`config.mk`:
```
export PLATFORM = sky130hd
export DESIGN_NAME = collision_event_handler
export DESIGN_NICKNAME = d
export VERILOG_FILES = /design/src/rtl/game_pkg.sv /design/src/rtl/frame_sticky_flag.sv /design/src/rtl/collision_event_handler.sv
export SDC_FILE = /design/constraint.sdc
export NUM_CORES = 1
export LEC_CHECK = 0
export ABC_CLOCK_PERIOD_IN_PS = 3000
export BUFFER_PORTS_ARGS = -buffer_cell sky130_fd_sc_hd__buf_4
export CAP_MARGIN = 25
export CORE_AREA = 2 2 89 91
export DETAILED_ROUTE_END_ITERATION = 6
export DIE_AREA = 0 0 91 93
export GPL_ROUTABILITY_DRIVEN = 0
export HOLD_SLACK_MARGIN = 0.02
export PLACE_DENSITY_LB_ADDON = 0.05
export SYNTH_ARGS = -nofsm -noshare
export SYNTH_HDL_FRONTEND = slang
export SYNTH_HIERARCHICAL = 1
export SYNTH_SLANG_ARGS = --single-unit
```
`constraint.sdc`:
```
create_clock -name clk -period 3 [get_ports clk]
set_input_delay 0.3 -clock clk [delete_from_list [all_inputs] [get_ports clk]]
set_output_delay 0.3 -clock clk [all_outputs]
set_load 0.005 [all_outputs]
```
`src/rtl/game_pkg.sv`:
```
// Shared game-control types and constants for the Space Invaders datapath.
package game_pkg;

    typedef enum logic [1:0] {
        PLAY      = 2'd0,
        COOLDOWN  = 2'd1,
        GAME_OVER = 2'd2
    } gameState_t;

    localparam int LIVES_W = 3;
    localparam int CD_W    = 8;

    localparam int DEF_COOLDOWN_FRAMES = 60;
    localparam int DEF_ALIEN_POINTS    = 10;

endpackage

```
`src/rtl/frame_sticky_flag.sv`:
```
// Sticky per-frame flag. Accumulates a collide strobe across a frame. On the
// startOfFrame cycle the register still holds the previous frame's value,
// which is what the evaluator sees; it is then reloaded with that cycle's
// strobe, so a strobe coincident with startOfFrame counts for the new frame.
module frame_sticky_flag (
    input  logic clk,
    input  logic resetN,
    input  logic startOfFrame,
    input  logic strobe,
    input  logic clear,
    output logic flag
);

    // Load on frame boundary, OR-accumulate otherwise; clear wins over both.
    always_ff @(posedge clk or negedge resetN) begin
        if (!resetN) begin
            flag <= 1'b0;
        end else if (clear) begin
            flag <= 1'b0;
        end else if (startOfFrame) begin
            flag <= strobe;
        end else if (strobe) begin
            flag <= 1'b1;
        end
    end

endmodule

```
`src/rtl/collision_event_handler.sv`:
```
// Collision event handler: turns per-pixel collision strobes into one game
// event per frame, and tracks lives, score, post-hit invulnerability and the
// game-over condition.
//
// state     | meaning
// ----------+--------------------------------------------------------------
// PLAY      | player hittable; alien hits scored
// COOLDOWN  | player invulnerable for cd_cnt more evaluations; aliens scored
// GAME_OVER | lives exhausted; no events, lives/score frozen until restart
module collision_event_handler
    import game_pkg::*;
#(
    parameter int INIT_LIVES      = 3,
    parameter int COOLDOWN_FRAMES = DEF_COOLDOWN_FRAMES,
    parameter int ALIEN_POINTS    = DEF_ALIEN_POINTS,
    parameter int SCORE_W         = 16
) (
    input  logic               clk,
    input  logic               resetN,
    input  logic               startOfFrame,
    input  logic               collidePlayer,
    input  logic               collideAlien,
    input  logic               restart,
    output logic               playerHit,
    output logic               alienHit,
    output logic [LIVES_W-1:0] lives,
    output logic [SCORE_W-1:0] score,
    output logic               invulnerable,
    output logic               gameOver
);

    localparam logic [LIVES_W-1:0] LIVES_INIT = LIVES_W'(INIT_LIVES);
    localparam logic [LIVES_W-1:0] LIVES_ONE  = LIVES_W'(1);
    localparam logic [CD_W-1:0]    CD_LOAD    = CD_W'(COOLDOWN_FRAMES);
    localparam logic [CD_W-1:0]    CD_ONE     = CD_W'(1);
    localparam logic [SCORE_W:0]   POINTS     = (SCORE_W + 1)'(ALIEN_POINTS);

    gameState_t        state;
    logic [CD_W-1:0]   cd_cnt;
    logic              p_flag;
    logic              a_flag;
    logic              evaluate;
    logic [SCORE_W:0]  score_sum;
    logic [SCORE_W-1:0] score_sat;

    frame_sticky_flag u_player_flag (
        .clk          (clk),
        .resetN       (resetN),
        .startOfFrame (startOfFrame),
        .strobe       (collidePlayer),
        .clear        (restart),
        .flag         (p_flag)
    );

    frame_sticky_flag u_alien_flag (
        .clk          (clk),
        .resetN       (resetN),
        .startOfFrame (startOfFrame),
        .strobe       (collideAlien),
        .clear        (restart),
        .flag         (a_flag)
    );

    // restart pre-empts a coincident evaluation entirely.
    assign evaluate = startOfFrame && !restart;

    // Saturating add: carry out of the score width pins the result at all-ones.
    assign score_sum = {1'b0, score} + POINTS;
    assign score_sat = score_sum[SCORE_W] ? {SCORE_W{1'b1}} : score_sum[SCORE_W-1:0];

    // Game FSM with lives/score/cooldown bookkeeping and registered event pulses.
    always_ff @(posedge clk or negedge resetN) begin
        if (!resetN) begin
            state        <= PLAY;
            lives        <= LIVES_INIT;
            score        <= '0;
            cd_cnt       <= '0;
            playerHit    <= 1'b0;
            alienHit     <= 1'b0;
            invulnerable <= 1'b0;
            gameOver     <= 1'b0;
        end else begin
            playerHit <= 1'b0;
            alienHit  <= 1'b0;

            if (restart) begin
                state        <= PLAY;
                lives        <= LIVES_INIT;
                score        <= '0;
                cd_cnt       <= '0;
                invulnerable <= 1'b0;
                gameOver     <= 1'b0;
            end else if (evaluate) begin
                case (state)
                    PLAY: begin
                        if (p_flag) begin
                            playerHit <= 1'b1;
                            if (lives <= LIVES_ONE) begin
                                lives    <= '0;
                                state    <= GAME_OVER;
                                gameOver <= 1'b1;
                            end else begin
                                lives        <= lives - LIVES_ONE;
                                cd_cnt       <= CD_LOAD;
                                state        <= COOLDOWN;
                                invulnerable <= 1'b1;
                            end
                        end
                    end
                    COOLDOWN: begin
                        // <= also recovers from a zero count instead of locking up.
                        if (cd_cnt <= CD_ONE) begin
                            cd_cnt       <= '0;
                            state        <= PLAY;
                            invulnerable <= 1'b0;
                        end else begin
                            cd_cnt <= cd_cnt - CD_ONE;
                        end
                    end
                    default: begin
                        state <= GAME_OVER;
                    end
                endcase

                if (state != GAME_OVER && a_flag) begin
                    alienHit <= 1'b1;
                    score    <= score_sat;
                end
            end
        end
    end

endmodule

```
==> key figures, run 1 <==
Yosys
  • Synth Area in Compound Gates: 0.225
  • Register area share after synthesis: 0.442
  • Fraction of the mapped netlist area in adder cells: 0.0315
  • Multiplexer share of the synthesized area: 0.0101
  • Distinct cell type count after synthesis: 58
  • Largest family of logic cells by synthesized area: simple AND/OR/NAND/NOR gates
  • Yosys warns: 6
  • Syn avg cell area: 10.2 um^2
  • Post-synth EDFFs: 0
  • Async SR Flop Fraction: 1.00
  • Simple-Gate Fraction of Synth Area: 0.229
  • Prevailing post-synth register cell: dfrtp_1
  • Mapped Area: 1990 um^2
  • Synthesized instance count: 194
  • Syn_nets: 205
  • Synthesized flop and latch total: 35
  • Synth Area in XOR/XNOR: 0.0264

Finish
  • Final instance area: 2400 um^2
  • N_diodes: 0
  • Syn-to-layout area delta: 20.8%
  • Most frequent cells in the layout: 33 x dfrtp_1, 28 x buf_4, 12 x a21oi_1
  • Final std cells w/o fill: 327
  • Commonest non-fill, non-tap cell in the layout: dfrtp_1
  • Core Util, Final: 0.319
  • Nets: 235
  • Share of cells above drive strength 1: 0.267

Timing
  • Final setup viols: 0
  • Final Cycle Share: 0.647
  • Final min period: 1.94 ns
  • Hold slack: 0.254 ns
  • Max Slew Vio Count: 0
  • Post-Route Skew: 0.00681 ns
  • Max-Slew Margin vs Limit: 0.577
  • Sum Neg Setup Slack: 0 ns
  • Achievable Freq: 0.516 GHz
  • Final hold violation count: 0
  • RSZ-0062 raised after global routing: false
  • Slew @ Worst Pin: 0.629 ns

Critical path
  • Crit Path Max Fanout: 5
  • Critical Path Sink Type: register
  • WS Path Type: reg2reg
  • CP Data Arrival Time: 2.17 ns
  • Crit start category: register
  • Critical path data required time: 3.23 ns

Status
  • Status: finished clean

CTS
  • Max Buffers Root-to-Sink: 2
  • Sink Count: 35
  • Clk_lat worst skew: 0.29 ns
  • Setup bufs post-CTS: 0
  • CTS Buf Count: 5
  • CTS tree: yes
  • H-tree levels: 2
  • Clk Tree Root Cell: clkbuf_8
  • Clk slew on worst S/H paths: 0.08 ns

Floorplan
  • Row cnt: 32
  • Chip Width: 91 um
  • Starting Density: 0.264
  • Die ar.: 8460 um^2
  • Die Ht: 93 um
  • Core area: 7530 um^2
  • # IOs: 29

Route
  • Drt pass-1 iters: 6
  • Wirelength, routed: 4.79 mm
  • Iter 0 DRT Violations: 82
  • # DRC: 0
  • Post-route antenna net violation count: 0
  • Vias per Instance: 5.07
  • Via count: 1657
  • Routed wire length per instance: 14.6 um

Place
  • PortBufs: 28
  • Placed Area: 2290 um^2
  • Post-Place Cells: 318
  • Post-detail-place hpwl: 3.28 mm

Global routing
  • Gr usage total: 0.119
  • Grt total ovfl: 0
  • Initial antenna violation count: 0
  • First-pass GRT wire length: 8.12 mm
  • Vias in the first global route: 1658
  • Pin count of the biggest net entering global routing: 36

Worst hold path
  • Tightest Hold Check Type: in2reg

Power
  • P_leak: 0.00105 uW
  • Pwr dens: 483 nW/um^2
  • VDD IR max: 0.000164 V

Job
  • Maxcap violations: 0
[per-stage QoR]
step / worst slack, ns / power, uW
final: 1.06 / 1160
after CTS: 1.08 / 1170
after floorplan: 1.39 / 705
after detailed placement: 1.12 / 779
after global routing: 0.967 / 1230
after global placement: 1.10 / 780
[cells by family (layout without fill, tap and decap cells)]
kind of cell	after synthesis	count (layout)
compound gates	59	59
simple gates	71	71
buf+inv	16	47
flops	35	35
fa+ha+maj	5	5
xor+xnor	6	6
mux	2	2
[critical path, cell delays in order (launching register included)]
cell	delay, ns
dfstp_2	0.56
inv_1	0.06
ha_1	0.16
o21ba_2	0.25
nor2_1	0.09
nor3_1	0.50
o32a_1	0.25
[final timing paths]
| path | from | to | slack (ns) | cells after the start |
|---|---|---|---|---|
| max | lives[1] | cd_cnt[4] | 1.06 | 6 |
| min | collideAlien | u_alien_flag/flag | 0.25 | 3 |
| max reg2reg | lives[1] | cd_cnt[4] | 1.06 | 6 |
| min reg2reg | cd_cnt[7] | cd_cnt[7] | 0.50 | 1 |
| max in group asynchronous | resetN | lives[1] | 2.14 | 2 |
| min in group asynchronous | resetN | score[15] | 0.51 | 2 |
[sequential cells by signal (all words and copies together) (netlist names)]
name and count:
score 16, cd_cnt 8, lives 3, state 2, alienHit 1, gameOver 1, invulnerable 1, playerHit 1
u_alien_flag/flag 1, u_player_flag/flag 1
[repair_timing]
item | 4_1_cts | 5_1_grt
hold buffers | 1 | 0
endpoints found under the hold margin | 33 | 0
resized for setup | 0 | 0
[per-layer routing]
layer / part of all wire / up-vias / global-route usage / routed length (um)
met2: 0.48 / 25 / 0.197 / 2280
li1: - / 802 / - / -
met1: 0.47 / 823 / 0.148 / 2250
met5: 0 / - / 0 / 0
met3: 0.035 / 7 / 0.0314 / 166
met4: 0.017 / 0 / 0.0480 / 82
[cell usage after synthesis (5+ instances only)]
cell      n  area [um^2]
a21oi_1  12         60.1
a21oi_2   9         78.8
a31oi_1   5         31.3
dfrtp_1  33          826
ha_1      5         62.6
inv_1    10         37.5
nand2_1   7         26.3
nor2_1   10         37.5
nor2b_1   5         31.3
o21ai_0   5         25.0
or3_1     7         43.8
[where the power goes]
| part | internal, uW | switching (uW) | leakage [uW] |
|---|---|---|---|
| registers | 507 | 52.2 | 0.000469 |
| clock network | 210 | 179 | 0.0000515 |
| logic | 91.9 | 120 | 0.000533 |
| total | 809 | 351 | 0.00105 |
[cell type report]
class                           instances  area, um^2
Clock buffer                            8         100
Fill cell                             799        5120
Inverter                               10        37.5
Multi-Input combinational cell        143        1040
Sequential cell                        35         878
Tap cell                              102         128
Timing Repair Buffer                   29         220
No activity file was read; power rests on OpenSTA's default activity.
==> inputs of run 2 (changes only) <==
ABC_CLOCK_PERIOD_IN_PS = 1700   (was 3000)
clock period = 1.7 ns   (was 3 ns; I/O delays follow)
==> key figures, run 2 (synthesized netlist as in run 1, its figures left out) <==
Route
  • Routed wire length per instance: 14.6 um (-0.16%)
  • Via count: 1756 (+6.0%)
  • Drt pass-1 iters: 4 (-2)
  • Post-route antenna net violation count: 0 (unchanged)
  • Vias per Instance: 4.93 (-2.7%)
  • Wirelength, routed: 5.20 mm (+8.7%)
  • # DRC: 0 (unchanged)
  • Iter 0 DRT Violations: 79 (-3.7%)

Global routing
  • Vias in the first global route: 1812 (+9.3%)
  • First-pass GRT wire length: 8.85 mm (+9.0%)
  • Grt total ovfl: 0 (unchanged)
  • Gr usage total: 0.130 (+0.0113)
  • GR Util met2: 0.218 (+0.0210)
  • Met1 GRT Util: 0.166 (+0.0179)
  • Grt met3 use: 0.0314 (unchanged)
  • GR peak layer: met2
  • Initial antenna violation count: 0 (unchanged)
  • Pin count of the biggest net entering global routing: 36 (unchanged)

Worst hold path
  • Tightest Hold Check Type: in2reg

CTS
  • Sink Count: 35 (unchanged)
  • Clk Tree Root Cell: clkbuf_8
  • CTS tree: yes
  • Clk slew on worst S/H paths: 0.07 ns (about the same)
  • Clk_lat worst skew: 0.29 ns (about the same)
  • H-tree levels: 2 (unchanged)
  • Max Buffers Root-to-Sink: 2 (unchanged)
  • CTS Buf Count: 5 (unchanged)

Finish
  • Flip-flop count of the largest register after layout: 16 (unchanged)
  • Final std cells w/o fill: 356 (+8.9%)
  • Commonest non-fill, non-tap cell in the layout: buf_4
  • Top Registers: score x16, cd_cnt x8, lives x3
  • Core Util, Final: 0.356 (+0.0369)
  • Most frequent cells in the layout: 56 x buf_4, 31 x dfrtp_1, 12 x a21oi_1
  • Nets: 264 (+12%)
  • N_diodes: 0 (unchanged)
  • Share of cells above drive strength 1: 0.366 (+0.0995)
  • Final instance area: 2680 um^2 (+12%)
  • Syn-to-layout area delta: 34.8%
  • FILL cells: 792 (-0.88%)
  • Reg with most FFs: score

Floorplan
  • Row cnt: 32 (unchanged)
  • Core area: 7530 um^2 (unchanged)
  • # IOs: 29 (unchanged)
  • Die Ht: 93 um (unchanged)
  • Starting Density: 0.264 (unchanged)
  • Die ar.: 8460 um^2 (unchanged)
  • Chip Width: 91 um (unchanged)

Power
  • P_leak: 0.00121 uW (+15%)
  • VDD IR max: 0.000407 V (+150%)
  • Power Total: 2170 uW (+87%)
  • Pwr dens: 811 nW/um^2 (+68%)

Timing
  • Max-Slew Margin vs Limit: 0.683 (+0.106)
  • Final Cycle Share: 0.951 (+0.304)
  • Max Slew Vio Count: 0 (unchanged)
  • Hold slack: 0.124 ns (-0.130 ns)
  • Final hold violation count: 0 (unchanged)
  • Achievable Freq: 0.619 GHz (+20%)
  • Post-Route Skew: 0.00557 ns (-0.00123 ns)
  • Slew @ Worst Pin: 0.475 ns (-0.154 ns)
  • RSZ-0062 raised after global routing: false
  • Final min period: 1.62 ns (-0.324 ns)
  • Final setup viols: 0 (unchanged)

Critical path
  • Max stage delay on crit path: 0.53 ns (-0.03 ns)
  • Crit start category: register
  • Critical path data required time: 1.90 ns (-1.33 ns)
  • CP cell instances: inv_1 -> ha_1 -> o21ba_4 -> o221a_4 -> nand2_1 -> o211ai_1
  • Crit Path Max Fanout: 7 (+2)
  • Critical Path Sink Type: register
  • Crit path max-delay cell type: dfstp_2
  • WS Path Type: reg2reg
  • Worst Path Buf+Inv: 1 (unchanged)
  • CP Data Arrival Time: 1.82 ns (-0.35 ns)
  • Family with the most delay on the worst path: compound AO/OA/AOI/OAI gates

Place
  • Placed Area: 2500 um^2 (+9.1%)
  • Post-detail-place hpwl: 3.77 mm (+15%)
  • Post-Place Cells: 344 (+8.2%)
  • PortBufs: 28 (unchanged)

Job
  • Maxcap violations: 0 (unchanged)

Status
  • Status: finished clean
-- run 2: cell types whose count changed in the layout (fill, tap and decap cells not counted), sizes merged --
cell and change:
buf +29
-- run 2: layout make-up --
| type | count | area (um^2) | area share |
|---|---|---|---|
| tap | 102 | 128 | 0.0476 |
| inverter | 10 | 37.5 | 0.0140 |
| timing repair buffer | 58 | 450 | 0.168 |
| clock buffer | 8 | 100 | 0.0373 |
| sequential | 35 | 881 | 0.329 |
| multi-input combinational | 143 | 1080 | 0.404 |
-- run 2: worst reg2reg max path, delay by kind of cell, from the launching register on --
family,cells,cell delay [ns]
AO/OA/AOI/OAI,3,0.67
adder cells (fa/ha/maj),1,0.17
buffers and inverters,1,0.06
flip-flops,1,0.53
AND/OR/NAND/NOR,1,0.10
-- run 2: repair_timing --
action	CTS	global route
pin swaps	0	1
endpoints found under the hold margin	33	0
setup buffers	0	3
setup endpoints to repair	1	13
cloned	0	0
hold buffers	1	0
gates resized for setup	1	8
-- run 2: routing by layer --
layer | up-vias | share of wire
met1 | 860 | 0.47
met2 | 30 | 0.48
met4 | 0 | 0.019
met5 | - | 0
met3 | 10 | 0.032
li1 | 856 | -
-- run 2: worst paths after layout --
kind / startpoint / end / slack [ns] / cells past startpoint
setup / recovery: lives[1] / cd_cnt[6] / 0.08 / 6
hold / removal: collidePlayer / u_player_flag/flag / 0.12 / 3
setup reg to reg: lives[1] / cd_cnt[6] / 0.08 / 6
hold reg to reg: score[0] / score[0] / 0.51 / 2
max in group asynchronous: resetN / state[0] / 0.95 / 2
min in group asynchronous: resetN / score[8] / 0.39 / 2
-- run 2: per-stage QoR --
stage               setup WS (ns)   TNS, ns
floorplan                  0.0941         0
global placement           0.0505         0
detailed placement       -0.00219  -0.00219
CTS                        0.0175         0
global route              0.00657         0
finish                     0.0839         0
-- run 2: report_power, final --
part           internal [uW]  switching (uW)
registers                897            93.1
logic                    258             258
clock network            370             297
total                   1520             649
==> inputs of run 3 (changes only) <==
REMOVE_ABC_BUFFERS = 1   (was not set)
SKIP_CTS_REPAIR_TIMING = 1   (was not set)
==> key figures, run 3 (synthesized netlist as in run 1, its figures left out) <==
Status
  • Status: finished clean

Route
  • Vias per Instance: 4.93 (about the same)
  • Routed wire length per instance: 14.7 um (+0.57%)
  • Drt pass-1 iters: 4 (unchanged)
  • Wirelength, routed: 5.16 mm (-0.85%)
  • Post-route antenna net violation count: 0 (unchanged)
  • # DRC: 0 (unchanged)
  • Iter 0 DRT Violations: 61 (-23%)
  • Via count: 1732 (-1.4%)

Finish
  • Combined area of the multi-input logic cells: 1120 um^2 (+3.7%)
  • Nets: 259 (-1.9%)
  • Final std cells w/o fill: 351 (-1.4%)
  • Core Util, Final: 0.354 (-0.00166)
  • Register area: 881 um^2 (unchanged)
  • Top Registers: score x16, cd_cnt x8, lives x3
  • Reg with most FFs: score
  • Syn-to-layout area delta: 34.2%
  • FILL cells: 812 (+2.5%)
  • Final instance area: 2670 um^2 (-0.47%)
  • Flip-flop count of the largest register after layout: 16 (unchanged)
  • Commonest non-fill, non-tap cell in the layout: buf_4
  • Most frequent cells in the layout: 50 x buf_4, 31 x dfrtp_1, 11 x a21oi_2
  • Share of cells above drive strength 1: 0.378 (+0.0114)
  • N_diodes: 0 (unchanged)

Global routing
  • Pin count of the biggest net entering global routing: 36 (unchanged)
  • Vias in the first global route: 1805 (-0.39%)
  • GR Util met2: 0.218 (unchanged)
  • Grt met3 use: 0.0306 (-0.000806)
  • First-pass GRT wire length: 8.76 mm (-1.1%)
  • Initial antenna violation count: 0 (unchanged)
  • Grt total ovfl: 0 (unchanged)
  • GR peak layer: met2
  • Met1 GRT Util: 0.165 (-0.000927)
  • Gr usage total: 0.129 (-0.00119)

Floorplan
  • Chip Width: 91 um (unchanged)
  • Die ar.: 8460 um^2 (unchanged)
  • Die Ht: 93 um (unchanged)
  • Core area: 7530 um^2 (unchanged)
  • Starting Density: 0.264 (unchanged)
  • Row cnt: 32 (unchanged)
  • # IOs: 29 (unchanged)

Critical path
  • WS Path Type: reg2reg
  • Critical Path Sink Type: register
  • Critical path data required time: 1.91 ns (about the same)
  • Crit Path Max Fanout: 3 (-4)
  • CP Data Arrival Time: 1.90 ns (+0.08 ns)
  • Crit path from: cd_cnt[1]
  • FF-to-FF path depth: 6 (unchanged)
  • Worst r2r dst: cd_cnt[7]
  • Crit start category: register
  • Reg2Reg Setup Slack: 0.01 ns (-0.07 ns)
  • R2R Path Start: cd_cnt[1]

CTS
  • Max Buffers Root-to-Sink: 2 (unchanged)
  • H-tree levels: 2 (unchanged)
  • Clk_lat worst skew: 0.29 ns (about the same)
  • CTS Buf Count: 5 (unchanged)
  • Sink Count: 35 (unchanged)
  • Clk Tree Root Cell: clkbuf_8
  • CTS tree: yes
  • Clk slew on worst S/H paths: 0.08 ns (about the same)

Timing
  • Slew @ Worst Pin: 0.461 ns (-0.0147 ns)
  • RSZ-0062 raised after global routing: true
  • Final setup viols: 0 (unchanged)
  • Max-Slew Margin vs Limit: 0.690 (+0.00741)
  • Final Cycle Share: 0.994 (+0.0433)
  • Hold slack: 0.123 ns (-0.000827 ns)
  • Post-Route Skew: 0.0118 ns (+0.00619 ns)
  • Max Slew Vio Count: 0 (unchanged)
  • Achievable Freq: 0.592 GHz (-4.4%)
  • Final hold violation count: 0 (unchanged)
  • Final min period: 1.69 ns (+0.0736 ns)

Job
  • Maxcap violations: 0 (unchanged)

Place
  • PortBufs: 28 (unchanged)
  • Post-Place Cells: 341 (-0.87%)
  • Post-detail-place hpwl: 3.62 mm (-4.0%)
  • Placed Area: 2480 um^2 (-0.90%)

Worst hold path
  • Worst hold stages: 3 (unchanged)
  • Worst Hold End: u_player_flag/flag
  • Tightest Hold Check Type: in2reg
  • Min-delay src: collidePlayer

Power
  • Power Total: 2090 uW (-3.8%)
  • VDD IR max: 0.000500 V (+23%)
  • Pwr dens: 783 nW/um^2 (-3.4%)
  • P_leak: 0.00118 uW (-2.4%)
## run 3: cell types whose count changed in the layout (fill, tap and decap cells not counted), sizes merged
cell / change
clkbuf: -1
buf: -5
clkinv: +1
## run 3: worst max-delay path: stages (launching register included)
cell and delay (ns):
dfrtp_1 0.38, inv_2 0.08, ha_4 0.16, or4_4 0.49, nor4_4 0.29, a21oi_2 0.07, a31oi_1 0.14
## run 3: layout make-up
class / count / area share
Clock inverter: 1 / 0.00188
Inverter: 10 / 0.0141
Clock buffer: 7 / 0.0286
Tap cell: 102 / 0.0478
Timing Repair Buffer: 53 / 0.156
Multi-Input combinational cell: 143 / 0.421
Sequential cell: 35 / 0.330
## run 3: worst max-delay path by stage
stage	to	slack, ns	depth (start not counted)
after global placement	cd_cnt[6]	0.03	6
after CTS	cd_cnt[6]	-0.03	6
after global routing	cd_cnt[7]	-0.07	6
final	cd_cnt[7]	0.01	6
after floorplan	state[0]	0.1	5
after detailed placement	cd_cnt[6]	-0.006	6
## run 3: where the power goes
part           switching, uW  leakage [uW]  total (uW)  internal, uW
Combinational            256      0.000676         497           241
Sequential              92.9      0.000466         988           895
Clock                    318     0.0000422         606           288
Total                    666       0.00118        2090          1420
## run 3: per-stage QoR
stage | setup TNS (ns) | setup WS [ns]
2_1_floorplan | 0 | 0.100
3_3_place_gp | 0 | 0.0346
3_5_place_dp | -0.00579 | -0.00579
4_1_cts | -0.0326 | -0.0326
5_1_grt | -0.0831 | -0.0680
6_report | 0 | 0.0103
## run 3: layer usage
metal	up-vias	wire length (um)	part of all wire
met2	26	2540	0.49
met5	-	0	0
li1	844	-	-
met4	0	68	0.013
met1	856	2390	0.46
met3	6	163	0.032
